**config.mk**
```make
export PLATFORM = sky130hd
export DESIGN_NAME = htif_mem_bridge
export DESIGN_NICKNAME = d
export VERILOG_FILES = /design/src/rtl/htif_mem_bridge.sv
export SDC_FILE = /design/constraint.sdc
export NUM_CORES = 1
export LEC_CHECK = 0
export ABC_AREA = 0
export CORE_MARGIN = 10
export CORE_UTILIZATION = 45
export DETAILED_ROUTE_END_ITERATION = 12
export PLACE_DENSITY = 0.81
export SLEW_MARGIN = 40
export SYNTH_ARGS = -nofsm -noshare
export SYNTH_HDL_FRONTEND = slang
export SYNTH_SLANG_ARGS = --single-unit
```
**constraint.sdc**
```tcl
create_clock -name clk -period 3.8 [get_ports clk]
set_input_delay 0.57 -clock clk [delete_from_list [all_inputs] [get_ports clk]]
set_output_delay 0.57 -clock clk [all_outputs]
set_load 0.03 [all_outputs]
```
**src/rtl/htif_mem_bridge.sv**
```systemverilog
// htif_mem_bridge
//   Host-side initiator for the scratchpad's HTIF port. A 32-bit command word
//   stream arrives on in_*. Each command has two parts: a header word and then a
//   byte-address word. The bridge then performs one of two actions:
//     - masked word writes at consecutive addresses, with data taken from in_bits;
//     - asynchronous reads at consecutive addresses, with data returned on out_*.
//   Every command finishes with a status word {err, 7'b0, header[23:0]} on out_*.
//
// Ports
//   clk, reset            clock, asynchronous active-high reset
//   in_valid/in_ready     host command/data stream (in_bits: header/addr/data)
//   out_valid/out_ready   registered response stream (out_bits: read data/status)
//   hw_addr/hw_data/
//   hw_mask/hw_en         memory write port (write takes effect at posedge)
//   hr_addr/hr_data       memory read port (combinational read)
//   busy                  high whenever the FSM is not idle
//
// DATA_WIDTH must be 32 or 64, and ADDR_WIDTH must not exceed DATA_WIDTH.
module htif_mem_bridge #(
    parameter int ADDR_WIDTH = 21,
    parameter int DATA_WIDTH = 32
) (
    input  logic                    clk,
    input  logic                    reset,
    input  logic                    in_valid,
    output logic                    in_ready,
    input  logic [DATA_WIDTH-1:0]   in_bits,
    output logic                    out_valid,
    input  logic                    out_ready,
    output logic [DATA_WIDTH-1:0]   out_bits,
    output logic [ADDR_WIDTH-1:0]   hw_addr,
    output logic [DATA_WIDTH-1:0]   hw_data,
    output logic [DATA_WIDTH/8-1:0] hw_mask,
    output logic                    hw_en,
    output logic [ADDR_WIDTH-1:0]   hr_addr,
    input  logic [DATA_WIDTH-1:0]   hr_data,
    output logic                    busy
);

    localparam int MASK_W     = DATA_WIDTH / 8;
    localparam int STEP       = DATA_WIDTH / 8;
    localparam int ALIGN_BITS = $clog2(STEP);
    localparam logic [ADDR_WIDTH-1:0] STEP_A = ADDR_WIDTH'(STEP);

    typedef enum logic [2:0] {
        S_IDLE,
        S_ADDR,
        S_WDATA,
        S_RDATA,
        S_RESP
    } state_t;

    state_t                  state_q;
    logic [23:0]             hdr_q;
    logic                    err_q;
    logic [ADDR_WIDTH-1:0]   cur_addr_q;
    logic [7:0]              remaining_q;
    logic                    out_valid_q;
    logic [DATA_WIDTH-1:0]   out_bits_q;

    logic                    cmd_write;
    logic                    cmd_read;
    logic                    cmd_reserved;
    logic [7:0]              hdr_len;
    logic                    addr_misaligned;
    logic                    out_load;
    logic [DATA_WIDTH-1:0]   status_word;

    assign cmd_write       = (hdr_q[1:0] == 2'd1);
    assign cmd_read        = (hdr_q[1:0] == 2'd2);
    assign cmd_reserved    = !(cmd_write || cmd_read);
    assign hdr_len         = hdr_q[23:16];
    // The address word is checked as it arrives, so alignment is taken from in_bits.
    assign addr_misaligned = |in_bits[ALIGN_BITS-1:0];
    // The output register can take a new word when it is empty or being drained this cycle.
    assign out_load        = !out_valid_q || out_ready;
    assign status_word     = DATA_WIDTH'({err_q, 7'b0, hdr_q});

    assign in_ready  = (state_q == S_IDLE) || (state_q == S_ADDR) || (state_q == S_WDATA);
    assign busy      = (state_q != S_IDLE);
    assign out_valid = out_valid_q;
    assign out_bits  = out_bits_q;
    // A bad write still consumes its data words, but the write strobe stays low.
    assign hw_en     = (state_q == S_WDATA) && in_valid && !err_q;
    assign hw_addr   = cur_addr_q;
    assign hw_data   = in_bits;
    assign hw_mask   = hdr_q[8 +: MASK_W];
    assign hr_addr   = cur_addr_q;

    always_ff @(posedge clk or posedge reset) begin
        if (reset) begin
            state_q     <= S_IDLE;
            hdr_q       <= '0;
            err_q       <= 1'b0;
            cur_addr_q  <= '0;
            remaining_q <= '0;
            out_valid_q <= 1'b0;
            out_bits_q  <= '0;
        end else begin
            // NOTE: state uses non-blocking assignments so every read in this block sees
            // pre-edge values; a later load below overrides this drain.
            if (out_valid_q && out_ready) begin
                out_valid_q <= 1'b0;
            end

            case (state_q)
                S_IDLE: begin
                    if (in_valid) begin
                        hdr_q   <= in_bits[23:0];
                        state_q <= S_ADDR;
                    end
                end

                S_ADDR: begin
                    if (in_valid) begin
                        cur_addr_q  <= in_bits[ADDR_WIDTH-1:0];
                        remaining_q <= hdr_len;
                        err_q       <= cmd_reserved || addr_misaligned;
                        // A bad read moves no data. A bad write still drains its words.
                        if (cmd_reserved || (hdr_len == 8'd0) || (cmd_read && addr_misaligned)) begin
                            state_q <= S_RESP;
                        end else if (cmd_write) begin
                            state_q <= S_WDATA;
                        end else begin
                            state_q <= S_RDATA;
                        end
                    end
                end

                S_WDATA: begin
                    if (in_valid) begin
                        cur_addr_q  <= cur_addr_q + STEP_A;
                        remaining_q <= remaining_q - 8'd1;
                        if (remaining_q == 8'd1) begin
                            state_q <= S_RESP;
                        end
                    end
                end

                S_RDATA: begin
                    if (out_load) begin
                        out_bits_q  <= hr_data;
                        out_valid_q <= 1'b1;
                        cur_addr_q  <= cur_addr_q + STEP_A;
                        remaining_q <= remaining_q - 8'd1;
                        if (remaining_q == 8'd1) begin
                            state_q <= S_RESP;
                        end
                    end
                end

                S_RESP: begin
                    if (out_load) begin
                        out_bits_q  <= status_word;
                        out_valid_q <= 1'b1;
                        state_q     <= S_IDLE;
                    end
                end

                default: state_q <= S_IDLE;
            endcase
        end
    end

endmodule

```
==> run_results.csv <==
group,metric,value,unit
cells_and_area,layout-drive-gt1-share,9.79,%
timing,final.min_clock_period,2.74,ns
cells_and_area,fin_area,6430,µm²
clock_network,holdBufCountCts,0,
timing,finalSetupTns,0,ns
grt,grtUsageMet3,5.10,%
routing,ant_nets,0,
floorplanning,core-area,10500,µm²
run,cap_violations,0,
clock_network,post_cts_resized,0,
floorplanning,die_h,124,µm
clock_network,cts_setup_buffers,0,
pwr,combPwrFrac,56.2,%
place,dpl.hpwl,10500,µm
synthesis,synth_edf_count,0,
synthesis,synth.net_count,586,
routing,drt-vias-per-instance,5.56,
timing,max_freq,0.365,GHz
pwr,intPower,3.22,mW
clock_network,cts_buffer_depth,2,
grt,busiest_layer,"met2",
timing,period_share,72.1,%
pwr,vdd_drop_max,0.375,mV
grt,grt_pass1_vias,4154,
timing,hold_violations,0,
pwr,power_frac_clock,11.8,%
pwr,p_leak,2.57,nW
synthesis,yosysTopAreaCell,"dfrtp_1",
clock_network,cts_num_sinks,90,
clock_network,path_clk_slew,0.08,ns
worst_setup_path,start_kind,"input pin",
cells_and_area,antenna_cells,0,
synthesis,ys_warn_count,0,
worst_setup_path,cpMostUsedCell,"clkdlybuf4s50_1",
clock_network,cts_root_buffer,"clkbuf_8",
floorplanning,die_w,124,µm
synthesis,ys_async_sr_fraction,100,%
worst_setup_path,path_class,"in -> out",
timing,relSlewSlack,44.7,%
timing,rsz0062_at_grt,"false",
worst_setup_path,critPathMaxFanout,4,
worst_setup_path,critPathTopFamily,"buffers and inverters",
worst_setup_path,cp.arrival,2.17,ns
synthesis,synth-seq-cells,90,
place,placed_cell_area,6220,µm²
synthesis,ys_types,58,
grt,gr-usage-met1,21.5,%
routing,num_vias,4167,
synthesis,synth_area,4890,µm²
timing,hold_ws,0.512,ns
cells_and_area,area_growth_syn_to_layout,31.6,%
timing,slew_viol_final,0,
routing,wl,13800,µm
grt,grtUsageTotal,17.3,%
timing,tightestPinTransition,0.829,ns
routing,wl_per_cell,18.4,µm
synthesis,synth_seq_area_share,46.1,%
grt,grt_pass1_wl,22400,µm
synthesis,synthCells,513,
worst_setup_path,max_stage_delay,0.73,ns
worst_setup_path,r2r_setup_slack,1.45,ns
pwr,p_per_area,921,nW/µm²
clock_network,htreeDepth,3,
synthesis,ys.flop_type,"dfrtp_1",
synthesis,synth_area_per_cell,9.53,µm²
place,numPortBuffers,165,
worst_setup_path,cp_cell_sequence,"clkdlybuf4s50_1 > inv_1 > nor4_1 > clkdlybuf4s50_1",
routing,drt-initial-drc-count,432,
grt,grt_use_met2,27.5,%
worst_setup_path,required,3.23,ns
grt,grt_max_degree,91,
pwr,power_frac_seq,32.1,%
timing,setup_violations,0,
floorplanning,start_util,46.7,%
clock_network,tritoncts,"yes",
pwr,switchingPower,2.71,mW
timing,fin_skew,0.00868,ns
routing,drc,0,
cells_and_area,fin_nets,682,
pwr,switching_share,45.7,%
place,place_congestion,0.818,
clock_network,insertion_delay,0.36,ns
status,status,"complete, no violations",
grt,antenna_found_initial,0,
synthesis,netlist.area_leader.share,46.1,%
worst_setup_path,end_kind,"output port",
routing,first_pass_iters,5,
clock_network,cts_buffers,9,
floorplanning,num_rows,37,
synthesis,ys_top_cells_by_area,"dfrtp_1, buf_4, mux2_2",
grt,overflow,0,
floorplanning,dieArea,15400,µm²
worst_setup_path,cp_slowest_cell,"clkdlybuf4s50_1",
hold_path,hold_path_class,"reg -> reg",
worst_setup_path,worst-path-buf-inv,3,
floorplanning,ios,182,
## final timing paths
| check | start | end | cells past startpoint |
|---|---|---|---|
| setup reg to reg | state_q[2] | out_bits[12] | 5 |
| min in group asynchronous | reset | out_bits[0] | 3 |
| hold / removal | out_bits[27] | out_bits[27] | 1 |
| max in group asynchronous | reset | remaining_q[7] | 3 |
| setup / recovery | in_valid | hw_en | 4 |
| hold reg to reg | out_bits[27] | out_bits[27] | 1 |
## power groups by stage
stage / sequential, mW / combinational [mW] / clock, mW
2_1_floorplan: 2.27 / 1.90 / 0
3_3_place_gp: 1.88 / 3.26 / 0
3_5_place_dp: 1.91 / 3.36 / 0
4_1_cts: 1.90 / 3.37 / 0.710
5_1_grt: 1.98 / 3.58 / 0.762
6_report: 1.90 / 3.33 / 0.696
## placed cells by master, fill, tap and decap left out, types with 2 or more instances in the layout
cell type,count
clkinvlp_4,2
a2bb2oi_1,5
a32oi_1,3
dfrtp_1,90
o41ai_1,2
and4_1,2
nand3_1,8
nor3b_1,3
mux2i_1,2
bufinv_16,2
a311oi_1,2
a31oi_1,29
ha_1,5
buf_4,6
clkbuf_8,9
inv_1,7
mux2_2,26
nor3_1,6
or3_1,2
o211ai_1,3
o22ai_1,7
and3_1,5
clkinv_2,2
clkdlybuf4s50_1,165
a22o_1,7
a311o_1,2
nor4_1,3
a22oi_1,4
nor2b_1,2
nor3b_2,2
nand2b_1,5
nand4_1,5
nor2_1,41
nand2_1,72
o21ai_0,21
a21oi_1,28
## layout make-up
| class | instances | area, µm² |
|---|---|---|
| Clock inverter | 5 | 80.1 |
| Inverter | 8 | 31.3 |
| Fill cell | 847 | 4030 |
| Tap cell | 136 | 170 |
| Clock buffer | 10 | 128 |
| Timing Repair Buffer | 173 | 1730 |
| Multi-Input combinational cell | 327 | 2040 |
| Sequential cell | 90 | 2250 |
## cells by family after synthesis
| family | synth area share (%) |
|---|---|
| AND/OR/NAND/NOR | 16.2 |
| multiplexers | 6.40 |
| flip-flops | 46.1 |
| buffers and inverters | 12.4 |
| AO/OA/AOI/OAI | 17.4 |
| adder cells (fa/ha/maj) | 1.28 |
| XOR/XNOR | 0.179 |
## routing by layer
metal	up-vias	part of all wire (%)
met2	154	48
met5	-	0
li1	1972	-
met1	2021	44
met4	0	2.0
met3	20	6.5
## registers in the layout, summed over array words and instances, names as in the netlist
name	flops
err_q	1
hr_addr	21
out_bits	32
out_valid	1
state_q	3
remaining_q	8
hdr_q	24
## per-stage QoR
stage | setup WS [ns] | instances | utilization [%] | power [mW]
floorplan | 0.895 | 513 | - | 4.17
detailed placement | 1.06 | 734 | 59.5 | 5.27
finish | 1.06 | 749 | 61.5 | 5.93
global route | 0.997 | 749 | 61.5 | 6.32
CTS | 1.06 | 749 | 61.5 | 5.98
global placement | 1.10 | 733 | 59.3 | 5.14
## cell usage after synthesis, drive strengths merged (3+ instances only)
cell and instances:
dfrtp 90, buf 82, nand2 72, nor2 41
a21oi 29, a31oi 29, mux2 26, o21ai 21
inv 8, nand3 8, a22o 7, nor3 7
o22ai 7, clkbuf 6, a2bb2oi 5, and3 5
ha 5, nand2b 5, nand4 5, nor3b 5
a22oi 4, nor4 4, a32oi 3, nor2b 3
o211ai 3
(Power assumes the default switching activity.)
